`src/rtl/common_fifo_buffer_pkg.sv`:
```
// Shared sizing helpers for the common FIFO buffer.
// Pointer width is index bits plus one wrap bit.
package common_fifo_buffer_pkg;

    function automatic int fifo_ptr_width(input int depth);
        return $clog2(depth) + 1;
    endfunction

    function automatic bit fifo_depth_ok(input int depth);
        return (depth >= 2) && ((depth & (depth - 1)) == 0);
    endfunction

endpackage

```
`src/rtl/common_fifo_buffer_ptr.sv`:
```
// Wrapping FIFO pointer: index bits plus a wrap bit, advances on inc.
// Async active-low reset clears it to zero.
module common_fifo_buffer_ptr #(
    parameter int PW = 3
) (
    input  logic          clk,
    input  logic          reset,
    input  logic          inc,
    output logic [PW-1:0] o_ptr
);

    logic [PW-1:0] ptr_q;
    logic [PW-1:0] ptr_d;

    always_comb begin
        ptr_d = ptr_q;
        if (inc) begin
            ptr_d = ptr_q + PW'(1);
        end
    end

    always_ff @(posedge clk or negedge reset) begin
        if (!reset) begin
            ptr_q <= '0;
        end else begin
            ptr_q <= ptr_d;
        end
    end

    assign o_ptr = ptr_q;

endmodule

```
`src/rtl/common_fifo_buffer.sv`:
```
// In-order valid/ready FIFO; ready depends on registered state only.
// Optional empty bypass under COMMON_FIFO_BUFFER_BYPASS_EN.
module common_fifo_buffer
    import common_fifo_buffer_pkg::*;
#(
    parameter int BUFFER_WIDTH = 1,
    parameter int BUFFER_DEPTH = 4,
    localparam int AW = $clog2(BUFFER_DEPTH)
) (
    input  logic                    clk,
    input  logic                    reset,
    input  logic [BUFFER_WIDTH-1:0] prev_i_data,
    input  logic                    prev_i_valid,
    output logic                    prev_o_ready,
    output logic [BUFFER_WIDTH-1:0] next_o_data,
    output logic                    next_o_valid,
    input  logic                    next_i_ready,
    output logic [AW:0]             o_count,
    output logic                    o_empty,
    output logic                    o_full
);

    generate
        if (!fifo_depth_ok(BUFFER_DEPTH)) begin : g_bad_depth
            $error("BUFFER_DEPTH must be a power of two >= 2");
        end
    endgenerate

    logic [AW:0]             wptr;
    logic [AW:0]             rptr;
    logic [AW-1:0]           widx;
    logic [AW-1:0]           ridx;
    logic                    full;
    logic                    empty;
    logic                    enq;
    logic                    deq;
    logic [BUFFER_WIDTH-1:0] mem_q [BUFFER_DEPTH];

    assign widx  = wptr[AW-1:0];
    assign ridx  = rptr[AW-1:0];
    assign full  = (wptr[AW] != rptr[AW]) && (widx == ridx);
    assign empty = (wptr == rptr);

    assign prev_o_ready = ~full;

`ifdef COMMON_FIFO_BUFFER_BYPASS_EN
    logic pass;

    // An empty queue forwards the offered beat; it is stored only if not taken.
    assign pass         = empty & prev_i_valid;
    assign next_o_valid = ~empty | prev_i_valid;
    assign next_o_data  = empty ? prev_i_data : mem_q[ridx];
    assign enq          = prev_i_valid & ~full & ~(pass & next_i_ready);
    assign deq          = ~empty & next_i_ready;
`else
    assign next_o_valid = ~empty;
    assign next_o_data  = mem_q[ridx];
    assign enq          = prev_i_valid & ~full;
    assign deq          = ~empty & next_i_ready;
`endif

    // Storage is intentionally not reset.
    always_ff @(posedge clk) begin
        if (enq) begin
            mem_q[widx] <= prev_i_data;
        end
    end

    common_fifo_buffer_ptr #(
        .PW (AW + 1)
    ) u_wptr (
        .clk   (clk),
        .reset (reset),
        .inc   (enq),
        .o_ptr (wptr)
    );

    common_fifo_buffer_ptr #(
        .PW (AW + 1)
    ) u_rptr (
        .clk   (clk),
        .reset (reset),
        .inc   (deq),
        .o_ptr (rptr)
    );

    assign o_count = wptr - rptr;
    assign o_empty = empty;
    assign o_full  = full;

endmodule

```
`config.mk`:
```
export PLATFORM = sky130hd
export DESIGN_NAME = common_fifo_buffer
export DESIGN_NICKNAME = d
export VERILOG_FILES = /design/src/rtl/common_fifo_buffer_pkg.sv /design/src/rtl/common_fifo_buffer_ptr.sv /design/src/rtl/common_fifo_buffer.sv
export SDC_FILE = /design/constraint.sdc
export NUM_CORES = 1
export LEC_CHECK = 0
export ABC_CLOCK_PERIOD_IN_PS = 3600
export CELL_PAD_IN_SITES_DETAIL_PLACEMENT = 1
export CELL_PAD_IN_SITES_GLOBAL_PLACEMENT = 1
export CORE_MARGIN = 5
export CORE_UTILIZATION = 40
export DETAILED_ROUTE_END_ITERATION = 8
export PLACE_DENSITY_LB_ADDON = 0.1
export SLEW_MARGIN = 10
export SYNTH_ARGS = -nofsm -noshare
export SYNTH_HDL_FRONTEND = slang
export SYNTH_SLANG_ARGS = --single-unit
```
`constraint.sdc`:
```
create_clock -name clk -period 3.6 [get_ports clk]
set_input_delay 0.36 -clock clk [delete_from_list [all_inputs] [get_ports clk]]
set_output_delay 0.36 -clock clk [all_outputs]
set_load 0.02 [all_outputs]
```
### Word-level counts from Yosys, hierarchy flattened

Memory sizes are Yosys's and may differ from the RTL's.
Index checks and enable logic that the tools add are counted.

| storage, ports and cells | value |
|---|---|
| memories | 1 |
| word-level logic and storage cells | 16 |
| input port bits | 5 |
| memory bits (writable) | 4 |
| register bits after elaboration | 6 |

| operators by class | value |
|---|---|
| add/sub/neg operators | 3 |
| eq/ne operators | 3 |
| reduce and logical (&&, ||, !) cells | 1 |
| bitwise operators | 4 |
| multiplexer cells | 2 |

Memory list:

| memory | words | bits a word | rd ports | clocked after memory_dff | write ports | RTL line | text |
|---|---|---|---|---|---|---|---|
| mem_q | 4 | 1 | 1 | 0 | 1 | common_fifo_buffer.sv:37 | `logic [BUFFER_WIDTH-1:0] mem_q [BUFFER_DEPTH];` |

Operator list:

| kind | count |
|---|---|
| 3-bit by 1-bit adder with 3-bit output (second input constant) | 2 |
| 3-bit equality test | 1 |
| 3-bit subtractor | 1 |
| 1-bit AND | 2 |
| 2-bit equality test | 1 |
| 1-bit 2-to-1 mux | 2 |
| 1-bit inverter | 2 |
| 1-bit logical AND | 1 |
| 1-bit inequality test | 1 |

### Logic depth before layout (Yosys ltp)

| depth | value |
|---|---|
| word-level depth | 6 |
| mapped depth | 5 |
| depth with buffers taken out | 5 |

### By module

From an unflattened synthesis, not the netlist that was laid out.

| second synthesis, totals | value |
|---|---|
| cell total of the unflattened synthesis | 48 |
| area total of the unflattened synthesis | 586.8 µm² |

Modules (own cells, without submodules):

| module | cells an instance | area each (µm²) | instances |
|---|---|---|---|
| common_fifo_buffer | 32 | 339.1 | 1 |
| common_fifo_buffer_ptr | 8 | 123.9 | 2 |

### Worst setup path after synthesis

OpenSTA, ideal clock, no wires.

| path | value |
|---|---|
| path kind | register to output |
| start | register u_wptr.ptr_q[0] (netlist: u_wptr.o_ptr[0]) |
| end | output o_count[2] |
| cell stages (with the launch flop) | 5 |
| buffers on the path | 0 |
| slack | 1.815 ns |
| arrival time | 1.425 ns |
| required time | 3.240 ns |
| cell sequence | dfrtp_1 -> inv_1 -> ha_1 -> fa_1 -> xnor2_1 |

| on the way | value |
|---|---|
| word-level cells in the longest chain between the ends | 1 |

Ends and longest elaborated chain:

| what | RTL line | text |
|---|---|---|
| from (decl) | common_fifo_buffer_ptr.sv:12 | `logic [PW-1:0] ptr_q;` |
| from (signal assigned) | common_fifo_buffer_ptr.sv:26 | `ptr_q <= ptr_d;` |
| 3-bit subtractor | common_fifo_buffer.sv:87 | `assign o_count = wptr - rptr;` |
| to (decl) | common_fifo_buffer.sv:18 | `output logic [AW:0] o_count,` |

No other way between the ends.

### Worst setup path in the final report

Same ends and word-level chain as after synthesis.

==> run_results.csv <==
group,metric,value,unit
outcome,status,"complete, no violations",
detailed_routing,drt-vias-per-instance,5.05,
clock_tree,htreeDepth,1,
clock_tree,clkLatencyLatePin,280,ps
global_routing,grt_max_degree,7,
sta,worst_pin_slew,355,ps
global_routing,globalRouteTotalUtil,12.4,%
synthesis,ys_ff_latch,10,
clock_tree,cts_tree,"yes",
synthesis,ys_types,19,
placed_design,finalWeightedCongestion,0.671,
final_layout,layout-drive-gt1-share,10.6,%
detailed_routing,met1_length,511,µm
sta,rsz0062_at_grt,"false",
global_routing,overflow,0,
sta,relSlewSlack,76.2,%
detailed_routing,dr.pass1.iters,2,
flow_run,maxCapViolCount,0,
detailed_routing,routed_wl,1200,µm
worst_setup_path,critPathArrivalTime,2150,ps
global_routing,antenna_found_initial,0,
die,io_pins,13,
worst_setup_path,cp_max_fo,4,
placed_design,port_buffers,12,
sta,fin_crit,2510,ps
die,start_util,41.0,%
synthesis,avgSynthCellArea,11.9,µm²
die,row_count,14,
placed_design,hpwl,965,µm
sta,fin_worst_skew,7.19,ps
synthesis,synth-warning-count,0,
detailed_routing,wl_met2,567,µm
final_layout,diodes,0,
sta,setup_ws,1090,ps
final_layout,final_cells,82,
sta,finalCritPeriodShare,69.7,%
clock_tree,postCtsHoldBufs,0,
detailed_routing,wl_met3,76,µm
clock_tree,path_clk_slew,70,ps
placed_design,dp_cells,78,
clock_tree,root_buffer,"clkbuf_4",
final_layout,areaGrowthSynthToFinish,27.9,%
worst_setup_path,critPathMaxStageDelay,620,ps
die,die_h,48.6,µm
placed_design,dp_slack,1370,ps
sta,finalSetupViolations,0,
detailed_routing,drt_iter0_drc,3,
worst_setup_path,cp-startpoint,"u_wptr.o_ptr[0]",
detailed_routing,topRoutingLayerUsed,"met4",
clock_tree,post_cts_resized,0,
synthesis,synth_nets,63,
clock_tree,max-clock-path-buffers,2,
die,chipWidth,48.6,µm
worst_setup_path,crit_chain,"inv_1 -> ha_1 -> fa_1 -> xnor2_1 -> clkdlybuf4s50_1",
worst_setup_path,crit_type,"flop to output pin",
worst_setup_path,cp-end-kind,"output pin",
worst_setup_path,cp_slowest_cell,"clkdlybuf4s50_1",
detailed_routing,ant_nets,0,
clock_tree,post_cts_buffers,0,
clock_tree,numCtsBuffers,3,
global_routing,grt_pass1_wl,2100,µm
worst_setup_path,r2r_start,"u_wptr.o_ptr[0]",
min_path,hold_path_class,"primary input to async pin",
detailed_routing,wire_per_inst,14.6,µm
global_routing,first_global_vias,444,
sta,fmax,398,MHz
die,core,1450,µm²
die,dieArea,2360,µm²
sta,slew_violations,0,
worst_setup_path,worstPathRequired,3240,ps
detailed_routing,vias,414,
synthesis,netlist_area,596,µm²
sta,hold_violations,0,
final_layout,post-route-util,52.4,%
synthesis,ys_seq_area_share,45.4,%
sta,fin_setup_tns,0,ps
synthesis,postSynthCellCount,50,
clock_tree,clock_sinks,10,
final_layout,fin_nets,80,
detailed_routing,drc,0,
worst_setup_path,cp-start-kind,"flop",
cells by family after synthesis:
group	Yosys count	synth area share, %
xor gates and xnor gates	5	7.35
adders and majority gates	8	18.1
DFF	10	45.4
buffers and inverters	7	4.41
and+or+nand+nor	13	11.8
AOI/OAI and AO/OA	4	5.46
muxes	3	7.56
critical path: cells and delay by family (launching register included):
kind | cells | cell delay (ps)
XOR/XNOR | 1 | 170
adder cells (fa/ha/maj) | 2 | 580
buffers and inverters | 2 | 720
flip-flops | 1 | 410
cells in the mapped netlist, drive strengths merged:
master  n  share of area (%)
a211o   1                1.5
a221o   1                1.7
and3    4                4.2
dfrtp   6                 25
edfxtp  4                 20
fa      1                3.4
ha      7                 15
inv     7                4.4
mux2    2                3.8
mux4    1                3.8
nand2   3                1.9
nand3   2                1.7
nor2    1               0.63
nor3    1               0.84
nor3b   2                2.5
o21ai   2                2.3
xnor2   4                5.9
xor2    1                1.5
path summary, 6_finish.rpt:
kind	endpoint	slack, ps	cells past startpoint
min	u_rptr.o_ptr[1]	320	1
max in group asynchronous	u_wptr.o_ptr[0]	3060	1
min reg2reg	u_wptr.o_ptr[0]	540	1
min in group clk	u_wptr.o_ptr[0]	540	1
max	o_count[2]	1090	5
max reg2reg	u_rptr.o_ptr[1]	1860	5
layer usage:
metal | vias up | GRT usage, %
met3 | 5 | 7.36
met2 | 8 | 18.7
li1 | 206 | -
met4 | 0 | 9.42
met1 | 195 | 12.4
met5 | - | 0
sequential cells by signal, summed over array words and instances (netlist names):
name,count
mem_q,4
u_rptr.o_ptr,3
u_wptr.o_ptr,3
layout by cell type, fill, tap and decap left out:
| cell type | instances |
|---|---|
| xor2_1 | 1 |
| nor3_1 | 1 |
| nand2_1 | 3 |
| nor2_1 | 1 |
| clkbuf_1 | 1 |
| mux4_2 | 1 |
| nand3_1 | 2 |
| mux2_2 | 2 |
| clkbuf_4 | 3 |
| a211o_1 | 1 |
| fa_1 | 1 |
| edfxtp_1 | 4 |
| nor3b_1 | 2 |
| dfrtp_1 | 6 |
| and3_1 | 4 |
| xnor2_1 | 4 |
| o21ai_2 | 1 |
| clkdlybuf4s50_1 | 12 |
| o21ai_1 | 1 |
| inv_1 | 7 |
| ha_1 | 7 |
| a221o_1 | 1 |
cell type report:
| cell class | instances | area [µm²] |
|---|---|---|
| timing repair buffer | 12 | 120 |
| fill | 164 | 692 |
| multi-input combinational | 33 | 299 |
| tap | 16 | 20.0 |
| sequential | 10 | 270 |
| clock buffer | 4 | 26.3 |
| inverter | 7 | 26.3 |
through the flow:
step | cell area (µm²) | hold slack (ps)
after floorplan | 596 | 64.4
after global routing | 762 | 326
after CTS | 762 | 322
after global placement | 736 | 520
after detailed placement | 736 | 542
final | 762 | 317
Power is left out: the tool's default activity adds up to more than one toggle a clock period on the data nets, which glitch-free logic cannot reach.
